**config.mk**
```make
export PLATFORM = sky130hd
export DESIGN_NAME = nibble_serial_sub
export DESIGN_NICKNAME = d
export VERILOG_FILES = /design/src/rtl/nibble_serial_sub_pkg.sv /design/src/rtl/nibble_serial_sub_bla_4.sv /design/src/rtl/nibble_serial_sub.sv
export SDC_FILE = /design/constraint.sdc
export NUM_CORES = 1
export LEC_CHECK = 0
export CORE_MARGIN = 4
export CORE_UTILIZATION = 35
export DETAILED_ROUTE_END_ITERATION = 16
export PLACE_DENSITY = 0.64
export SLEW_MARGIN = 20
export SYNTH_ARGS = -nofsm -noshare
export SYNTH_HDL_FRONTEND = slang
export SYNTH_HIERARCHICAL = 1
export SYNTH_SLANG_ARGS = --single-unit
```
**constraint.sdc**
```tcl
create_clock -name clk -period 2.7 [get_ports clk]
set_input_delay 0.405 -clock clk [delete_from_list [all_inputs] [get_ports clk]]
set_output_delay 0.405 -clock clk [all_outputs]
set_load 0.01 [all_outputs]
```
**src/rtl/nibble_serial_sub_pkg.sv**
```systemverilog
// Shared types and sizing helpers for the nibble-serial subtractor.
package nibble_serial_sub_pkg;

  typedef enum logic [1:0] {
    StIdle,
    StCalc,
    StDone
  } state_e;

  function automatic int unsigned nib_count(input int unsigned width);
    return width / 4;
  endfunction

  // Index register needs at least one bit even when there is a single nibble.
  function automatic int unsigned idx_width(input int unsigned width);
    return (width / 4 > 1) ? $clog2(width / 4) : 1;
  endfunction

endpackage

```
**src/rtl/nibble_serial_sub_bla_4.sv**
```systemverilog
// Combinational 4-bit borrow-lookahead subtract slice with group generate/propagate.
module bla_4 (
  input  logic [3:0] a,
  input  logic [3:0] b,
  input  logic       bin,
  output logic [3:0] d,
  output logic       bout,
  output logic       gm,
  output logic       pm
);

  logic [3:0] g;
  logic [3:0] p;
  logic [3:0] c;

  // Borrow is generated when a=0,b=1 and propagated when the bits are equal.
  assign g = ~a & b;
  assign p = ~(a ^ b);

  assign c[0] = bin;
  assign c[1] = g[0] | (p[0] & bin);
  assign c[2] = g[1] | (p[1] & g[0]) | (p[1] & p[0] & bin);
  assign c[3] = g[2] | (p[2] & g[1]) | (p[2] & p[1] & g[0]) | (p[2] & p[1] & p[0] & bin);

  assign gm = g[3] | (p[3] & g[2]) | (p[3] & p[2] & g[1]) | (p[3] & p[2] & p[1] & g[0]);
  assign pm = &p;

  assign d    = a ^ b ^ c;
  assign bout = gm | (pm & bin);

endmodule

```
**src/rtl/nibble_serial_sub.sv**
```systemverilog
// Multi-cycle unsigned subtractor: one nibble of a - b per clock through a shared slice.
module nibble_serial_sub
  import nibble_serial_sub_pkg::*;
#(
  parameter int unsigned WIDTH = 16
) (
  input  logic             clk,
  input  logic             rst,
  input  logic             in_valid,
  output logic             in_ready,
  input  logic [WIDTH-1:0] a,
  input  logic [WIDTH-1:0] b,
  output logic             out_valid,
  input  logic             out_ready,
  output logic [WIDTH-1:0] diff,
  output logic             borrow_out
);

  localparam int unsigned Nib  = nib_count(WIDTH);
  localparam int unsigned IdxW = idx_width(WIDTH);

  state_e            state_q, state_d;
  logic [WIDTH-1:0]  a_q, a_d;
  logic [WIDTH-1:0]  b_q, b_d;
  logic [WIDTH-1:0]  diff_q, diff_d;
  logic              borrow_q, borrow_d;
  logic              borrow_out_q, borrow_out_d;
  logic [IdxW-1:0]   idx_q, idx_d;

  logic [3:0]        nib_a;
  logic [3:0]        nib_b;
  logic [3:0]        nib_d;
  logic              nib_bout;
  logic              nib_gm;
  logic              nib_pm;
  logic              last_nib;

  always_comb begin
    nib_a = '0;
    nib_b = '0;
    for (int k = 0; k < int'(Nib); k++) begin
      if (idx_q == IdxW'(k)) begin
        nib_a = a_q[4*k +: 4];
        nib_b = b_q[4*k +: 4];
      end
    end
  end

  bla_4 u_bla (
    .a    (nib_a),
    .b    (nib_b),
    .bin  (borrow_q),
    .d    (nib_d),
    .bout (nib_bout),
    .gm   (nib_gm),
    .pm   (nib_pm)
  );

  assign last_nib = (idx_q == IdxW'(Nib - 1));

  always_comb begin
    state_d      = state_q;
    a_d          = a_q;
    b_d          = b_q;
    diff_d       = diff_q;
    borrow_d     = borrow_q;
    borrow_out_d = borrow_out_q;
    idx_d        = idx_q;
    unique case (state_q)
      StIdle: begin
        if (in_valid) begin
          a_d      = a;
          b_d      = b;
          borrow_d = 1'b0;
          idx_d    = '0;
          state_d  = StCalc;
        end
      end
      StCalc: begin
        for (int k = 0; k < int'(Nib); k++) begin
          if (idx_q == IdxW'(k)) begin
            diff_d[4*k +: 4] = nib_d;
          end
        end
        borrow_d = nib_bout;
        if (last_nib) begin
          borrow_out_d = nib_bout;
          idx_d        = '0;
          state_d      = StDone;
        end else begin
          idx_d = idx_q + IdxW'(1);
        end
      end
      StDone: begin
        if (out_ready) begin
          state_d = StIdle;
        end
      end
      default: state_d = StIdle;
    endcase
  end

  always_ff @(posedge clk or posedge rst) begin
    if (rst) begin
      state_q      <= StIdle;
      a_q          <= '0;
      b_q          <= '0;
      diff_q       <= '0;
      borrow_q     <= 1'b0;
      borrow_out_q <= 1'b0;
      idx_q        <= '0;
    end else begin
      state_q      <= state_d;
      a_q          <= a_d;
      b_q          <= b_d;
      diff_q       <= diff_d;
      borrow_q     <= borrow_d;
      borrow_out_q <= borrow_out_d;
      idx_q        <= idx_d;
    end
  end

  assign in_ready   = (state_q == StIdle);
  assign out_valid  = (state_q == StDone);
  assign diff       = diff_q;
  assign borrow_out = borrow_out_q;

  // Group terms must agree with the ripple-style bout the datapath consumes.
  slice_group_consistent: assert property (@(posedge clk) disable iff (rst)
    nib_bout == (nib_gm | (nib_pm & borrow_q)));

endmodule

```
; Yosys cells after proc, flatten, opt, wreduce, memory -nomap -nowiden
; Cells that the tools add are included.
; W data, S select, Z words.
[word_totals]
reg_bits = 54
word_cells = 77
in_bits = 36
[classes]
n_eq_ne = 8
bitwise = 30
n_reduce_logical = 11
add_sub_neg = 1
mux = 17
[op_table]
columns = op, n
row1 = $mux W4, 8
row2 = $and A1 B1 Y1, 15
row3 = $reduce_and A2 Y1, 6
row4 = $mux W2, 5
row5 = $or A1 B1 Y1, 10
row6 = $not A4 Y4, 2
row7 = $xor A4 B4 Y4, 2
row8 = $eq A2 B2 Y1 const B, 3
row9 = $pmux W2 S3, 1
row10 = $and A4 B4 Y4, 1
row11 = $eq A2 B1 Y1 const B, 2
row12 = $logic_not A2 Y1, 2
row13 = $ne A2 B2 Y1 const B, 2
row14 = $pmux W2 S2, 1
row15 = $reduce_and A4 Y1, 1
row16 = $reduce_and A3 Y1, 1
row17 = $add A2 B1 Y2 const B, 1
row18 = $ne A2 B1 Y1 const B, 1
row19 = $pmux W1 S2, 1
row20 = $reduce_bool A2 Y1, 1
row21 = $mux W1, 1

; Longest topological paths before layout
; Gate-level depths: netlist (run 1).
[logic_depth]
ltp_word = 13
ltp_mapped = 13
depth_no_buf = 12

; Modules after synthesis
; Netlist (run 1), hierarchy kept.
[modules_own_cells]
columns = mod, instances, seq_area_each_um2, area_per_inst_um2, cells_per_inst
row1 = nibble_serial_sub, 1, 1351.3, 2314.7, 174
row2 = bla_4, 1, 0.0, 201.4, 24

; Worst setup path before layout (run 1)
; OpenSTA, ideal clock, no wires.
[synth_path]
path_type = register -> register
from = register idx_q[0]
to = register diff_q[6] (netlist: diff[6])
arrival_ps = 2584
period_less_slack_ps = 2711
path_stages_with_launch = 13
setup_time_ps = 127
t_required_ps = 2573
slack_ps = -11
path_cell_list = dfrtp_1 inv_1 ha_1 nor2b_1 clkbuf_1 a221oi_1 a221oi_1 inv_1 ha_1 a21o_1 a21oi_1 xnor2_1 mux2_1
[synth_between]
elab_chain_cells = 11
[synth_rtl]
columns = item, line
row1 = from (decl), nibble_serial_sub.sv:28  ; logic [IdxW-1:0] idx_q, idx_d;
row2 = from (signal assigned), nibble_serial_sub.sv:119  ; idx_q <= idx_d;
row3 = $logic_not A2 Y1, nibble_serial_sub.sv:42  ; if (idx_q == IdxW'(k)) begin
row4 = $mux W4 (3 in series), nibble_serial_sub.sv:42
row5 = $mux W4 *, nibble_serial_sub.sv:42
row6 = via nib_a[0], nibble_serial_sub.sv:30  ; logic [3:0] nib_a;
row7 = $not A4 Y4 or $xor A4 B4 Y4 (tied branches), "nibble_serial_sub_bla_4.sv:17, nibble_serial_sub_bla_4.sv:18"
row8 = $and A4 B4 Y4 or $not A4 Y4 (tied branches), "nibble_serial_sub_bla_4.sv:17, nibble_serial_sub_bla_4.sv:18"
row9 = $and A1 B1 Y1, nibble_serial_sub_bla_4.sv:22  ; assign c[2] = g[1] | (p[1] & g[0]) | (p[1] & p[0] & bin);
row10 = $or A1 B1 Y1 or $and A1 B1 Y1 (tied branches), nibble_serial_sub_bla_4.sv:22
row11 = $or A1 B1 Y1 *, nibble_serial_sub_bla_4.sv:22
row12 = $xor A4 B4 Y4 *, nibble_serial_sub_bla_4.sv:28  ; assign d = a ^ b ^ c;
row13 = via nib_d[2], nibble_serial_sub.sv:32  ; logic [3:0] nib_d;
row14 = to (signal assigned), nibble_serial_sub.sv:116  ; diff_q <= diff_d;
row15 = to (decl), nibble_serial_sub.sv:25  ; logic [WIDTH-1:0] diff_q, diff_d;
; The timed path passes the listed nets; every way through them passes the cells marked *.
; A chain may end at the register's enable or synchronous reset.

; Final worst setup path (run 1)
[layout_path]
from = register idx_q[0]
to = register diff_q[3] (netlist: diff[3])
[layout_rtl]
columns = item, line
row1 = $logic_not A2 Y1, nibble_serial_sub.sv:42
row2 = $mux W4 (3 in series), nibble_serial_sub.sv:42
row3 = $mux W4 *, nibble_serial_sub.sv:42
row4 = via nib_b[0], nibble_serial_sub.sv:31  ; logic [3:0] nib_b;
row5 = $xor A4 B4 Y4, nibble_serial_sub_bla_4.sv:18  ; assign p = ~(a ^ b);
row6 = $not A4 Y4, nibble_serial_sub_bla_4.sv:18
row7 = $and A1 B1 Y1 (2 in series), nibble_serial_sub_bla_4.sv:23  ; assign c[3] = g[2] | (p[2] & g[1]) | (p[2] & p[1] & g[0]) | (p[2] & p[1] & p[0] & bin);
row8 = $or A1 B1 Y1 *, nibble_serial_sub_bla_4.sv:23
row9 = $xor A4 B4 Y4 *, nibble_serial_sub_bla_4.sv:28
row10 = via nib_d[3], nibble_serial_sub.sv:32
; Marked as above.

==> out/metrics.yaml, run 1 <==
placed_design:
  io_buffers: 54
  place_inst: 345
  pre_cts_ws_ns: -0.00454
  placed_cell_area_um2: 3190
  gp_congestion: 0.757
  dp_hpwl_mm: 3.99
power_and_ir_drop:
  p_leak_nw: 1.41
  swShare: 0.392
  powerDensity_nw_per_um2: 1440
  switchingPower_mw: 1.88
  p_int_mw: 2.92
  power.share.sequential: 0.311
  p_total_mw: 4.80
  p_clk_frac: 0.089
  peakVddDrop_v: 0.000547
  combinationalPowerShare: 0.600
timing:
  min_period_ns: 2.59
  worst_slew_pin_slew_ns: 0.528
  min_period_over_period: 0.961
  hold_violations: 0
  holdWs_ns: 0.451
  fmax_ghz: 0.385
  slew_violations: 0
  setup_viol: 0
  fin_skew_ns: 0.00986
  max-slew-margin-rel: 0.647
  fin_ws_ns: 0.105
  rsz0062_at_grt: "yes"
clock_network:
  htreeDepth: 2
  clock-root-buffer: "clkbuf_8"
  hold_buffers: 0
  cts_tree: "done"
  numCtsBuffers: 5
  cts_buffer_depth: 2
  clock-sinks: 54
  post_cts_buffers: 0
  insertion_delay_ns: 0.31
  clk_pin_slew_ns: 0.09
routing:
  vias: 1691
  wl_per_cell_um: 14.7
  drc: 0
  drt-total-wl_mm: 5.16
  viasPerCell: 4.80
  drt-pass1-iter-count: 4
  drt_iter0_markers: 52
  antenna_left: 0
finish:
  syn2layout_area_growth_pct: 33.4
  antennaDiodeCount: 0
  finalNonFillerCells: 352
  layout-drive-gt1-share: 0.258
  finalInstanceArea_um2: 3320
  final_nets: 301
  fill_cells: 624
grt:
  grt_max_degree: 41
  grt_pass1_wl_mm: 8.62
  grt_pass1_vias: 1779
  antenna_found_initial: 0
  track_usage: 0.131
  grt_overflow: 0
floorplan:
  core_area_um2: 6870
  start_util: 0.363
  core.rowCount: 30
  die_area_um2: 8530
  dieWidth_um: 92.4
  fp.dieH_um: 92.4
  io_pins: 55
synthesis:
  ys_warn_count: 6
  syn_area_um2: 2490
  syn_nets: 240
  syn_inst: 195
  avgSynthCellArea_um2: 12.8
worst_hold_path:
  hold_class: "primary input to asynchronous set/reset pin"
setup_path:
  worstSetupPathType: "flop to flop"
  worst-path-max-fanout: 4
  cp.arrival_ns: 2.78
  start_kind: "flop"
  endpoint_kind: "flop"
  cp.required_ns: 2.89
  reg2reg_slack_ns: 0.11
run_status:
  status: "complete, no violations"
run:
  maxCapViolations: 0
==> path summary, 6_finish.rpt <==
check	start	depth (start not counted)	to
max reg2reg	idx_q[0]	11	diff[3]
min reg2reg	diff[9]	1	diff[9]
max in group asynchronous	rst	3	a_q[14]
min in group clk	diff[9]	1	diff[9]
max	idx_q[0]	11	diff[3]
min	rst	2	b_q[6]
==> cell usage in the layout (no fill, tap or decap), types with 2 or more instances in the layout <==
master           instances
a21oi_2                  2
nand2_2                  3
xnor2_2                  2
clkbuf_8                 5
o21ai_0                  5
a221oi_1                10
clkdlybuf4s50_1         54
o22ai_1                  4
a221oi_2                 2
nor2_1                   9
inv_1                   14
dfrtp_1                 54
a21o_1                   3
mux2_1                  12
nand2b_1                 3
ha_1                     6
buf_4                    8
nand2_1                  8
mux2_2                  33
nor2b_1                  2
==> worst max-delay path: stages, from the launching register on <==
cell and delay, ns:
dfrtp_1 0.39, inv_1 0.09, ha_1 0.21, nor2b_2 0.18, buf_4 0.15, a221oi_1 0.24
nor2_1 0.11, ha_1 0.32, a41oi_2 0.22, o21ai_2 0.11, xnor2_2 0.17, mux2_1 0.29
==> per-layer routing <==
layer	vias up	GRT usage	part of all wire
met5	-	0	0
met4	0	0.0371	0.012
met3	8	0.0463	0.059
met2	38	0.211	0.49
met1	842	0.165	0.44
li1	803	-	-
==> state kept, by name, indices dropped and copies added, names as in the netlist <==
name,count
state_q,2
idx_q,2
borrow_q,1
a_q,16
diff,16
borrow_out,1
b_q,16
==> cell type report <==
type | instances | area [um2] | area share
clock buffers | 6 | 72.6 | 0.0218
multi-input cells | 117 | 1090 | 0.329
inverters | 15 | 56.3 | 0.0169
clock inverters | 1 | 7.51 | 0.00226
well taps | 96 | 120 | 0.0361
repair buffers | 63 | 621 | 0.187
flip-flops and latches | 54 | 1350 | 0.407
==> power groups by stage <==
stage	logic, mW	registers [mW]	clock network (mW)
floorplan	1.79	1.48	0
global placement	2.59	1.51	0
detailed placement	2.66	1.52	0
CTS	2.68	1.50	0.446
global route	3.17	1.55	0.486
finish	2.88	1.49	0.426
==> stage by stage <==
stage,util,setup TNS (ns)
after floorplan,-,0
after global placement,0.465,0
after detailed placement,0.465,-0.0107
after CTS,0.477,0
after global routing,0.484,-0.0401
final,0.484,0
==> timing repair <==
item / in CTS / in global routing
gates cloned: 0 / 0
gates resized for setup: 1 / 8
setup endpoints to repair: 6 / 14
pin swaps: 0 / 1
(Power assumes the default switching activity.)
==> inputs of run 2 (changes only) <==
- CELL_PAD_IN_SITES_DETAIL_PLACEMENT: unset -> 1
- CELL_PAD_IN_SITES_GLOBAL_PLACEMENT: unset -> 1
- PLACE_DENSITY: 0.64 -> 0.76
- SLEW_MARGIN: 20 -> unset
==> out/metrics.yaml, run 2 (synthesis gave the netlist of run 1 again) <==
placed_design:
  io_buffers: 54
  dp_hpwl_mm: 4.28
  gp_congestion: 0.716
  placed_cell_area_um2: 3180
  pre_cts_ws_ns: -0.0743
clock_network:
  clock-sinks: 54
  insertion_delay_ns: 0.31
  cts_tree: "done"
  clock-root-buffer: "clkbuf_8"
  post_cts_buffers: 0
  numCtsBuffers: 5
  clk_pin_slew_ns: 0.09
  htreeDepth: 2
  cts_buffer_depth: 2
  hold_buffers: 0
grt:
  grt_pass1_wl_mm: 9.27
  antenna_found_initial: 0
  grt_overflow: 0
  grt_max_degree: 41
  track_usage: 0.139
  grt_pass1_vias: 1838
timing:
  min_period_ns: 2.57
  fmax_ghz: 0.389
  min_period_over_period: 0.951
  rsz0062_at_grt: "no"
  fin_setup_tns_ns: 0
  max-slew-margin-rel: 0.611
  slew_violations: 0
  fin_ws_ns: 0.132
  fin_skew_ns: 0.00326
  hold_violations: 0
  setup_viol: 0
  worst_slew_pin_slew_ns: 0.583
routing:
  drt_iter0_markers: 48
  vias: 1705
  drt-total-wl_mm: 5.69
  antenna_left: 0
  drt-pass1-iter-count: 4
  wl_per_cell_um: 16.2
  drc: 0
  viasPerCell: 4.84
power_and_ir_drop:
  peakVddDrop_v: 0.000453
  powerDensity_nw_per_um2: 1450
  p_leak_nw: 1.41
setup_path:
  path_cells: "inv_1 > ha_2 > buf_6 > nor2b_1 > a221oi_1 > a221oi_1 > inv_1 > ha_4 > a41oi_2 > o21ai_2 > xnor2_1 > mux2_1"
  worstSetupPathType: "flop to flop"
  cp.required_ns: 2.90
  slowest_delay_ns: 0.38
  start_kind: "flop"
  worst-path-max-fanout: 10
  crit_path_top_delay_cell: "dfrtp_1"
  crit_buf_inv: 3
  endpoint_kind: "flop"
  critPathTopFamily: "compound AO/OA/AOI/OAI gates"
  cp.arrival_ns: 2.76
floorplan:
  die_area_um2: 8530
  core.rowCount: 30
  start_util: 0.363
  io_pins: 55
  dieWidth_um: 92.4
  core_area_um2: 6870
  fp.dieH_um: 92.4
finish:
  antennaDiodeCount: 0
  finalInstanceArea_um2: 3340
  syn2layout_area_growth_pct: 34.2
  final_nets: 300
  layout_common_cells: "dfrtp_1, clkdlybuf4s50_1, mux2_2"
  layout-drive-gt1-share: 0.270
worst_hold_path:
  hold_class: "primary input to asynchronous set/reset pin"
run_status:
  status: "complete, no violations"
run:
  maxCapViolations: 0
==> run 2: final timing paths <==
path,start,end,slack [ns],cells past startpoint
max,idx_q[1],diff[11],0.13,12
min reg2reg,diff[8],diff[8],0.50,1
min in group clk,diff[8],diff[8],0.50,1
max in group asynchronous,rst,b_q[1],1.67,3
max reg2reg,idx_q[1],diff[11],0.13,12
min,rst,a_q[14],0.48,2
==> run 2: what timing repair did <==
item,CTS,global route
endpoints found under the setup margin,9,14
pin swaps,0,0
gates resized for setup,5,9
==> run 2: area by class of cell <==
class | count | area [um2]
clock buffer | 7 | 86.3
inverter | 15 | 56.3
fill | 714 | 3530
sequential | 54 | 1350
tap | 96 | 120
timing repair buffer | 62 | 617
clock inverter | 1 | 5.00
multi-input combinational | 117 | 1110
==> run 2: per-layer routing <==
metal  share of wire  GRT usage  up-vias
met5               0          0        -
met4           0.011     0.0334        0
met3           0.046     0.0357        7
met2            0.49      0.234       41
met1            0.45      0.180      851
li1                -          -      806
==> run 2: worst register-to-register path, stage by stage (launching register included) <==
cell      delay (ns)
dfrtp_1         0.38
inv_1           0.09
ha_2            0.21
buf_6           0.15
nor2b_1         0.12
a221oi_1        0.09
a221oi_1        0.27
inv_1           0.14
ha_4            0.27
a41oi_2         0.18
o21ai_2         0.09
xnor2_1         0.16
mux2_1          0.29
==> run 2: where the power goes <==
group | switching [mW] | leakage (nW) | total [mW] | internal (mW)
clock network | 0.254 | 0.0482 | 0.462 | 0.207
registers | 0.261 | 0.643 | 1.50 | 1.24
logic | 1.43 | 0.723 | 2.90 | 1.47
==> run 2: per-stage QoR <==
stage               total power, mW  instances   util  hold slack (ns)
finish                         4.86        352  0.487            0.479
global route                   5.26        352  0.487            0.518
CTS                            4.79        352  0.480            0.497
detailed placement             4.20        344  0.464            0.483
global placement               4.07        344  0.464            0.474
floorplan                      3.27        195      -            0.473
==> patch, RTL diff (flow settings as in run 1) <==
The 3 states of `state_e` get a one-hot encoding in 3 bits.
--- a/src/rtl/nibble_serial_sub_pkg.sv
+++ b/src/rtl/nibble_serial_sub_pkg.sv
@@ -1,10 +1,10 @@
 // Shared types and sizing helpers for the nibble-serial subtractor.
 package nibble_serial_sub_pkg;
 
-  typedef enum logic [1:0] {
-    StIdle,
-    StCalc,
-    StDone
+  typedef enum logic [2:0] {
+    StIdle = 3'b001,
+    StCalc = 3'b010,
+    StDone = 3'b100
   } state_e;
 
   function automatic int unsigned nib_count(input int unsigned width);
Formal check against the unedited RTL: same outputs for any inputs over 10 cycles, from zero or initial values and one cycle with rst high; not proved beyond that.
==> patch against run 1 <==
- synthesized area increased by 5.9%
- cell area increased by 9.1%
- sequential cell count increased by 1
- wire length increased by 8.0%
- sequential share of layout area decreased by 2.6 points
- total power decreased by 4.6%
- worst setup slack got worse by 0.024 ns
- clock power increased by 28%
- non-clock buffer count increased by 6
- critical path type unchanged
- critical endpoint is now borrow_q
- highest routed layer unchanged
==> patch: results (changes against run 1) <==
* Run status: finished clean
* Gpl congestion at 0.778 (+2.8%)
* Final cell count without fillers at 370 (+5.1%)
* Initial antenna violation count at 0 (unchanged)
* Cts bufs inserted at 5 (unchanged)
* Initial DRC count at 35 (-33%)
* Pleak at 1.52 nW (+7.9%)
* Skew-Pair Late Insertion Delay at 0.30 ns
* Mapped Nets at 250 (+4.2%)
* Worst R2R End: borrow_q
* CP Capture Type: flop
* Worst r2r path cells at 10 (-1)
* Critical Path Max Stage Delay at 0.46 ns (+0.07 ns)
* Layout cells sized above 1 at 0.347 (+0.0891)
* Setup CP Type: flop to flop
* Largest net degree at the start of global routing at 33 (-20%)
* YS warnings at 6 (unchanged)
* R2r startpoint: idx_q[0]
* Worst-margin pin slew at 0.593 ns (+0.0645 ns)
* Met3 GRT Util at 0.0335 (-0.0128)
* Met1 Track Usage GR at 0.169 (+0.00382)
* Reg-to-reg setup timing slack at 0.08 ns (-0.02 ns)
* Placed inst area at 0.00335 mm^2 (+5.1%)
* VDD IR max at 0.515 mV (-5.9%)
* Worst Path Max Fanout at 11 (+7)
* Inserted Diodes at 0 (unchanged)
* Root buf cell: clkbuf_8
* Clk buf depth at 2 (unchanged)
* First-pass GRT wire length at 8970 um (+4.1%)
* Cells after Synth at 205 (+5.1%)
* Reg clk slew, reported paths at 0.10 ns
* # port buffers at 54 (unchanged)
* Placed Cells incl. Taps at 360 (+4.3%)
* Number of global-route vias before repair at 1857 (+4.4%)
* Layout filler cell count at 686 (+9.9%)
* Tot GR Track Use at 0.128 (-0.00271)
* Slowest-stage cell, CP: dfrtp_2
* DR WL/cell at 15.1 um (+2.7%)
* Vias per cell at 4.84 (+0.65%)
* H-tree Lvls at 2 (unchanged)
* Max Slew Vio Count at 0 (unchanged)
* Final-stage net count at 315 (+4.7%)
* Worst Skew at 0.00364 ns (-0.00623 ns)
* Critical Path AT at 2.82 ns (+0.04 ns)
* Top delay family on crit path: compound AO/OA/AOI/OAI gates
* M2 GR Usage at 0.208 (-0.00361)
* DP HPWL at 3980 um (-0.15%)
* DR pass1 iterations at 4 (unchanged)
* Post-layout util at 0.497 (+0.0135)
* Min-Delay Path Class: input pin to async pin
patch: through the flow:
stage	worst slack [ns]	total power, mW
global route	-0.0194	4.88
detailed placement	-0.145	3.67
floorplan	0.0152	2.87
CTS	0.00196	4.40
global placement	-0.0568	3.61
finish	0.0811	4.57
patch: repair_timing:
| action | CTS | global route |
|---|---|---|
| endpoints found under the setup margin | 14 | 14 |
| gates resized for setup | 12 | 14 |
| setup buffers | 2 | 0 |
| pin swaps | 2 | 5 |
patch: worst reg2reg max path, cell delays in order, from the launching register on:
cell and delay (ns):
dfrtp_2 0.46, buf_4 0.16, ha_2 0.26, buf_4 0.19, o31ai_2 0.32, ha_4 0.26
a41oi_2 0.22, o21ai_2 0.12, a21o_1 0.18, o21a_1 0.18, o22a_1 0.16
patch: how the worst min path moves through the flow:
stage / start / to / slack [ns] / cells after the start
final: rst / diff[5] / 0.48 / 2
after global routing: rst / diff[8] / 0.51 / 2
after CTS: rst / diff[5] / 0.49 / 2
after detailed placement: diff[13] / diff[13] / 0.48 / 1
after global placement: diff[12] / diff[12] / 0.47 / 1
after floorplan: a_q[0] / a_q[0] / 0.46 / 1
patch: where the power goes:
group | switching [mW] | internal (mW)
registers | 0.245 | 1.21
clock network | 0.268 | 0.277
logic | 1.19 | 1.38
patch: routing by layer:
layer	share of wire	up-vias
li1	-	858
met1	0.45	892
met2	0.49	37
met3	0.052	2
met4	0.0052	0
met5	0	-
patch: layout make-up:
cell class                      instances  share of cell area
Clock inverter                          3              0.0121
Timing Repair Buffer                   69               0.186
Inverter                               12              0.0131
Tap cell                               99              0.0342
Clock buffer                            5              0.0190
Sequential cell                        55               0.380
Multi-Input combinational cell        127               0.356
